--- src/rtl/data_c_rev_pipe_if.sv ---
// Valid/ready/data stream bundle shared by both sides of data_c_rev_pipe.
// The interface clock/rst_n ports are carried for the surrounding system only.
interface data_c_rev_pipe_if #(
  parameter int DSIZE = 8
) (
  input logic clock,
  input logic rst_n
);
  logic             valid;
  logic             ready;
  logic [DSIZE-1:0] data;

  modport master (output valid, output data, input ready);
  modport slaver (input valid, input data, output ready);
endinterface

--- src/rtl/data_c_rev_pipe.sv ---
// Fully registered 2-entry skid buffer between a stream slaver and master.
// Optional simulation checks are compiled in with DATA_C_REV_PIPE_CHECK_EN.
//
// state | meaning
// EMPTY | no beat stored, master.valid low
// ONE   | head holds the beat on master.data
// FULL  | head and skid both hold beats, slaver.ready low
module data_c_rev_pipe #(
  parameter int DSIZE = 8
) (
  input  logic              clock,
  input  logic              rst,
  data_c_rev_pipe_if.slaver slaver,
  data_c_rev_pipe_if.master master
);
  typedef enum logic [1:0] {EMPTY, ONE, FULL} state_t;

  state_t           state;
  logic             valid_q;
  logic             ready_q;
  logic [DSIZE-1:0] head;
  logic [DSIZE-1:0] skid;
  logic             in_hs;
  logic             out_hs;

  assign in_hs  = slaver.valid & ready_q;
  assign out_hs = valid_q & master.ready;

  assign slaver.ready = ready_q;
  assign master.valid = valid_q;
  assign master.data  = head;

  // Flags are loaded with the values matching the state being entered.
  always_ff @(posedge clock) begin
    if (rst) begin
      state   <= EMPTY;
      valid_q <= 1'b0;
      ready_q <= 1'b0;
      head    <= '0;
      skid    <= '0;
    end else begin
      case (state)
        EMPTY: begin
          ready_q <= 1'b1;
          if (in_hs) begin
            head    <= slaver.data;
            state   <= ONE;
            valid_q <= 1'b1;
          end else begin
            valid_q <= 1'b0;
          end
        end
        ONE: begin
          if (in_hs && !out_hs) begin
            skid    <= slaver.data;
            state   <= FULL;
            valid_q <= 1'b1;
            ready_q <= 1'b0;
          end else if (!in_hs && out_hs) begin
            state   <= EMPTY;
            valid_q <= 1'b0;
            ready_q <= 1'b1;
          end else begin
            if (in_hs) head <= slaver.data;
            valid_q <= 1'b1;
            ready_q <= 1'b1;
          end
        end
        FULL: begin
          valid_q <= 1'b1;
          if (out_hs) begin
            head    <= skid;
            state   <= ONE;
            ready_q <= 1'b1;
          end else begin
            ready_q <= 1'b0;
          end
        end
        default: begin
          state   <= EMPTY;
          valid_q <= 1'b0;
          ready_q <= 1'b1;
        end
      endcase
    end
  end

`ifdef DATA_C_REV_PIPE_CHECK_EN
  logic             chk_valid;
  logic             chk_ready;
  logic [DSIZE-1:0] chk_data;

  initial begin
    if ($bits(slaver.data) != $bits(master.data)) begin
      $error("data_c_rev_pipe: slaver/master data widths differ");
      $stop;
    end
  end

  // A beat offered but not taken last cycle must still be offered, unchanged.
  always @(posedge clock) begin
    if (!rst && chk_valid && !chk_ready) begin
      if (!slaver.valid)
        $error("data_c_rev_pipe: slaver.valid dropped without handshake");
      else if (slaver.data != chk_data)
        $error("data_c_rev_pipe: slaver.data changed while stalled");
    end
    chk_valid <= slaver.valid;
    chk_ready <= ready_q;
    chk_data  <= slaver.data;
  end
`else
  // protocol checks not built
`endif
endmodule

--- src/flat_wrapper.sv ---
// flat-port wrapper written by rule: the top's interface ports become plain ports
module data_c_rev_pipe_flat 
#(
  parameter int DSIZE = 8
)
  (clock, rst, rst_n, slaver_valid, slaver_data, slaver_ready, master_valid, master_data, master_ready);
  data_c_rev_pipe_if #(.DSIZE(DSIZE)) slaver_i (.clock(clock), .rst_n(rst_n));
  data_c_rev_pipe_if #(.DSIZE(DSIZE)) master_i (.clock(clock), .rst_n(rst_n));
  input  logic clock;
  input  logic rst;
  input wire logic rst_n;
  input wire logic [$bits(slaver_i.valid)-1:0] slaver_valid;
  input wire logic [$bits(slaver_i.data)-1:0] slaver_data;
  output wire logic [$bits(slaver_i.ready)-1:0] slaver_ready;
  output wire logic [$bits(master_i.valid)-1:0] master_valid;
  output wire logic [$bits(master_i.data)-1:0] master_data;
  input wire logic [$bits(master_i.ready)-1:0] master_ready;
  assign slaver_i.valid = slaver_valid;
  assign slaver_i.data = slaver_data;
  assign slaver_ready = slaver_i.ready;
  assign master_valid = master_i.valid;
  assign master_data = master_i.data;
  assign master_i.ready = master_ready;
  data_c_rev_pipe #(.DSIZE(DSIZE)) u_core (.clock(clock), .rst(rst), .slaver(slaver_i), .master(master_i));
endmodule
--- config.mk ---
export PLATFORM = sky130hd
export DESIGN_NAME = data_c_rev_pipe_flat
export DESIGN_NICKNAME = d
export VERILOG_FILES = /design/src/rtl/data_c_rev_pipe_if.sv /design/src/rtl/data_c_rev_pipe.sv /design/src/flat_wrapper.sv
export SDC_FILE = /design/constraint.sdc
export NUM_CORES = 1
export LEC_CHECK = 0
export CAP_MARGIN = 25
export CORE_MARGIN = 1.5
export CORE_UTILIZATION = 40
export CTS_BUF_LIST = sky130_fd_sc_hd__clkbuf_8
export DETAILED_ROUTE_END_ITERATION = 6
export GPL_TIMING_DRIVEN = 0
export PLACE_DENSITY = 0.68
export SLEW_MARGIN = 20
export SYNTH_ARGS = -nofsm -noshare
export SYNTH_HDL_FRONTEND = slang
export SYNTH_SLANG_ARGS = --single-unit
export TNS_END_PERCENT = 100
--- constraint.sdc ---
create_clock -name clock -period 4.6 [get_ports clock]
set_input_delay 0.92 -clock clock [delete_from_list [all_inputs] [get_ports clock]]
set_output_delay 0.92 -clock clock [all_outputs]
set_load 0.03 [all_outputs]
### Word-level counts from Yosys, hierarchy flattened

Cells that the tools add are included.

* mux-type cells: 17
* reductions and logical operators: 9
* eq/ne operators: 7
* bitwise operators: 2

Operators by type and width (count)
* $mux W8: 4
* $pmux W8 S3: 1
* $mux W2: 4
* $pmux W2 S3: 1
* $mux W1: 5
* $ne A2 B1 Y1 const B: 2
* $ne A2 B2 Y1 const B: 2
* $reduce_and A4 Y1: 1
* $ne A3 B1 Y1 const B: 1
* $pmux W1 S3: 1
* $reduce_and A3 Y1: 1
* $reduce_bool A3 Y1: 1
* $and A1 B1 Y1: 2
* $eq A2 B1 Y1 const B: 1
* $eq A2 B2 Y1 const B: 1
* $logic_and A1 B1 Y1: 2
* $logic_not A1 Y1: 2
* $logic_not A2 Y1: 1
* $pmux W1 S2: 1
* $reduce_and A2 Y1: 1

* output and inout bits: 10
* register bits: 20
* logic and storage cells: 40
* bits of input ports: 13

### Longest topological paths before layout

* depth in word-level cells: 6
* gate-level depth with buffers: 7
* mapped depth without buffers: 6

### Worst setup path before layout

Ideal clock, no wire load.

* kind: input-to-reg
* start point: input master_ready
* end point: register u_core.head[6] (netlist: u_core.master.data[6])
* data required time: 4.512 ns
* slack: 2.720 ns
* library setup time: 0.088 ns
* arrival time: 1.792 ns
* cell stages on the path: 5
* path buffers: 1
* path through: and3_1 o21ai_2 buf_2 a21oi_2 a311oi_2

* longest elaborated chain between the ends: 5
* elaborated cells on any way between the ends: 8
* those cells by class: eq/ne: 3; bitwise: 1; reduce/logical: 4

Ends and longest elaborated chain
* from (decl): line flat_wrapper.sv:17 `input wire logic [$bits(master_i.ready)-1:0] master_ready;`
* $and A1 B1 Y1 *: line data_c_rev_pipe.sv:27 `assign out_hs = valid_q & master.ready;`
* $logic_not A1 Y1: line data_c_rev_pipe.sv:54 `if (in_hs && !out_hs) begin`
* $logic_and A1 B1 Y1: line data_c_rev_pipe.sv:54
* $ne A2 B2 Y1 (no source line)
* $reduce_and A4 Y1 (no source line) *
* to (signal assigned): line data_c_rev_pipe.sv:46 `head <= slaver.data;`
* to (signal assigned): line data_c_rev_pipe.sv:64 `if (in_hs) head <= slaver.data;`
* to (signal assigned): line data_c_rev_pipe.sv:72 `head <= skid;`
* to (decl): line data_c_rev_pipe.sv:21 `logic [DSIZE-1:0] head;`

Mark *: on every way between the ends. The rest lies on a longest branch, timed or not.
A chain may end at the register's enable or synchronous reset.

### Worst setup path in the final report

Ends and elaborated chain as after synthesis.

==> results_dict.tcl <==
set metrics [dict create \
    status "complete, no violations" \
    r2r_slack_ns 2.67 \
    dp.final_hpwl_mm 1.55 \
    hold_buffers 0 \
    initial_core_util_pct 43.8 \
    ctsRootBufferMaster "clkbuf_8" \
    cap_violations 0 \
    insertedDiodeCount 0 \
    vdd_drop_max_mv 0.317 \
    worstSetupPathType "input port to flop" \
    synth_mux_area_share_pct 16.1 \
    synth-async-reset-ratio_pct 0 \
    synth_area_leaders "dfxtp_1, mux2i_1, ha_1" \
    io_buffers 21 \
    grt_first_pass_wirelength_mm 3.28 \
    hold_path.class "flop to flop" \
    ant_nets 0 \
    fin_skew_ns 0.00285 \
    cts_setup_buffers 0 \
    multi_input_area_um2 552 \
    yosys_warnings 0 \
    clock-sinks 20 \
    vias_per_cell 5.47 \
    rsz0062_at_grt "false" \
    wirelength_mm 2.11 \
    drc 0 \
    placed_area_um2 1240 \
    syn_nets 119 \
    yosys.area_share.simple_pct 10.4 \
    worstHoldStart "u_core.skid[7]" \
    cp_top_family "buffers and inverters" \
    switching_share_pct 36.0 \
    synth_cell_type_count 28 \
    min_period_ns 2.30 \
    yosysTopAreaCell "dfxtp_1" \
    drv_slew 0 \
    floorplan.die_area_um2 2800 \
    critical_path_buf_inv_count 2 \
    die_x_um 52.9 \
    drt_iter0_drc 21 \
    slowest_stage "clkdlybuf4s50_1" \
    clkPwrFrac_pct 25.1 \
    p_per_area_nw_per_um2 538 \
    p_int_uw 452 \
    grt_pass1_vias 714 \
    track_usage_pct 16.5 \
    synth-edff-count 0 \
    holdPathEnd "u_core.skid[7]" \
    final.period_utilization_pct 50.0 \
    synth_top_cell_area_share_pct 40.2 \
    reg2reg_depth 7 \
    fin_worst_hold_slack_ns 0.500 \
    seq_area_um2 400 \
    worstReg2RegEnd "u_core.master.data[6]" \
    cpPeakStageDelay_ns 0.47 \
    setup_violations 0 \
    hold_viol_final 0 \
    core_um2 2280 \
    die_h_um 52.9 \
    rows 17 \
    combPwrFrac_pct 42.5 \
    clkTransAtPathRegs_ns 0.08 \
    stdcell_area_um2 1310 \
    syn-mean-instance-area_um2 9.87 \
    io_pins 23 \
    vias 843 \
    leakagePower_uw 0.000464 \
    ys_seq_elements 20 \
    synth_compound_area_share_pct 22.6 \
    clock_path_buffers 2 \
    r2r-start "u_core.state[0]" \
    critical_path.max_fanout 10 \
    dr.pass1.iters 4 \
    setup_tns_ns 0 \
    critPathLaunchType "input port" \
    place.gp.congestion 0.764 \
    p_sw_uw 255 \
    grt_max_degree 13 \
    antenna_found_initial 0 \
    post_cts_resized 0 \
    path_cells "clkdlybuf4s50_1 -> and3_1 -> o21ai_2 -> buf_2 -> a21oi_2 -> a311oi_2" \
    synth_xor_area_share_pct 0 \
    seq_area_frac_synth_pct 40.2 \
    htree_levels 1 \
    worstPathRequired_ns 4.77 \
    slew-limit-headroom_pct 66.9 \
    syn2layout_area_growth_pct 31.7 \
    drive_gt1_share_pct 11.1 \
    cp_data_arrival_time_ns 2.47 \
    cts_tree "done" \
    wl_per_cell_um 13.7 \
    worst_pin_slew_ns 0.496 \
    synthCells 101 \
    fillers 203 \
    fin_nets 145 \
    syn_area_um2 997 \
    pwr-share-seq_pct 32.5 \
    cts-buffers-inserted 3 \
    grt_remaining_overflow 0 \
    synthAdderAreaFrac_pct 6.27 \
    clock_latency_ns 0.26 \
    synth_top_flop_cell "dfxtp_1" \
    whs_path_depth 2 \
    max_freq_ghz 0.435 \
    synth_top_family_by_area "compound AO/OA/AOI/OAI gates" \
    end_kind "flop" \
]
-- worst max-delay path by stage --
stage,end,depth (start not counted),start
6_report,u_core.master.data[6],6,master_ready
3_5_place_dp,u_core.master.data[6],6,master_ready
2_1_floorplan,u_core.master.data[6],5,master_ready
5_1_grt,u_core.master.data[6],6,master_ready
3_3_place_gp,u_core.master.data[6],6,master_ready
4_1_cts,master_valid,1,u_core.master.valid
-- power groups by stage --
stage / combinational, uW / sequential [uW] / clock [uW]
3_5_place_dp: 299 / 233 / 0
2_1_floorplan: 166 / 275 / 0
4_1_cts: 301 / 230 / 179
3_3_place_gp: 294 / 231 / 0
5_1_grt: 326 / 234 / 187
6_report: 300 / 229 / 177
-- cell families after synthesis --
family	after synthesis
buffers and inverters	9
AOI/OAI and AO/OA	28
DFF	20
muxes	16
adders and majority gates	5
and+or+nand+nor	23
-- placed cells by master (no fill, tap or decap), types with 2 or more instances in the layout --
master and n:
clkdlybuf4s50_1 21, a311oi_2 2, a21oi_1 7, a311oi_1 6, buf_2 3, nor2_1 11
clkbuf_1 2, a21oi_2 2, clkbuf_8 3, inv_1 3, ha_1 5, dfxtp_1 20
nand2_1 4, o21ai_0 2, mux2i_1 16, nand4_1 2, a22o_1 2, and3_1 2
-- worst reg2reg max path: cells and delay by family (launching register included) --
kind	cells	cell delay, ns
buffers and inverters	2	0.29
DFF	1	0.40
adders and majority gates	1	0.28
AOI/OAI and AO/OA	3	0.58
and+or+nand+nor	1	0.29
-- synth_stat cells, drive strengths merged, types with 2 or more instances --
| cell | n |
|---|---|
| a311oi | 8 |
| dfxtp | 20 |
| buf | 4 |
| nand4 | 2 |
| and3 | 2 |
| a22o | 2 |
| nor2 | 11 |
| ha | 5 |
| o21ai | 3 |
| nand2 | 4 |
| clkbuf | 2 |
| a21oi | 10 |
| mux2i | 16 |
| inv | 3 |
-- state kept, by name, indices dropped and copies added (netlist names) --
name / cells
u_core.state: 2
u_core.master.data: 8
u_core.slaver.ready: 1
u_core.skid: 8
u_core.master.valid: 1
-- routing by layer --
layer	track usage (%)	vias to the layer above	part of all wire, %
li1	-	427	-
met1	23.2	395	50
met2	25.2	19	46
met3	1.69	2	3.0
met4	7.69	0	0.99
met5	0	-	0
-- metrics by stage --
| step | power, uW | cells | util (%) | worst slack [ns] |
|---|---|---|---|---|
| final | 707 | 154 | 57.7 | 2.30 |
| after global routing | 746 | 154 | 57.7 | 2.21 |
| after CTS | 709 | 154 | 57.7 | 2.30 |
| after detailed placement | 532 | 150 | 54.6 | 2.04 |
| after global placement | 525 | 150 | 54.6 | 2.10 |
| after floorplan | 441 | 101 | - | 2.72 |
-- area by class of cell --
class	count	share of cell area, %
multi-input cells	72	42.0
flip-flops and latches	20	30.5
repair buffers	21	16.0
clock buffers	3	3.14
well taps	28	2.67
plain buffers	6	2.57
clock inverters	1	2.29
inverters	3	0.857
No activity file was read; power rests on OpenSTA's default activity.
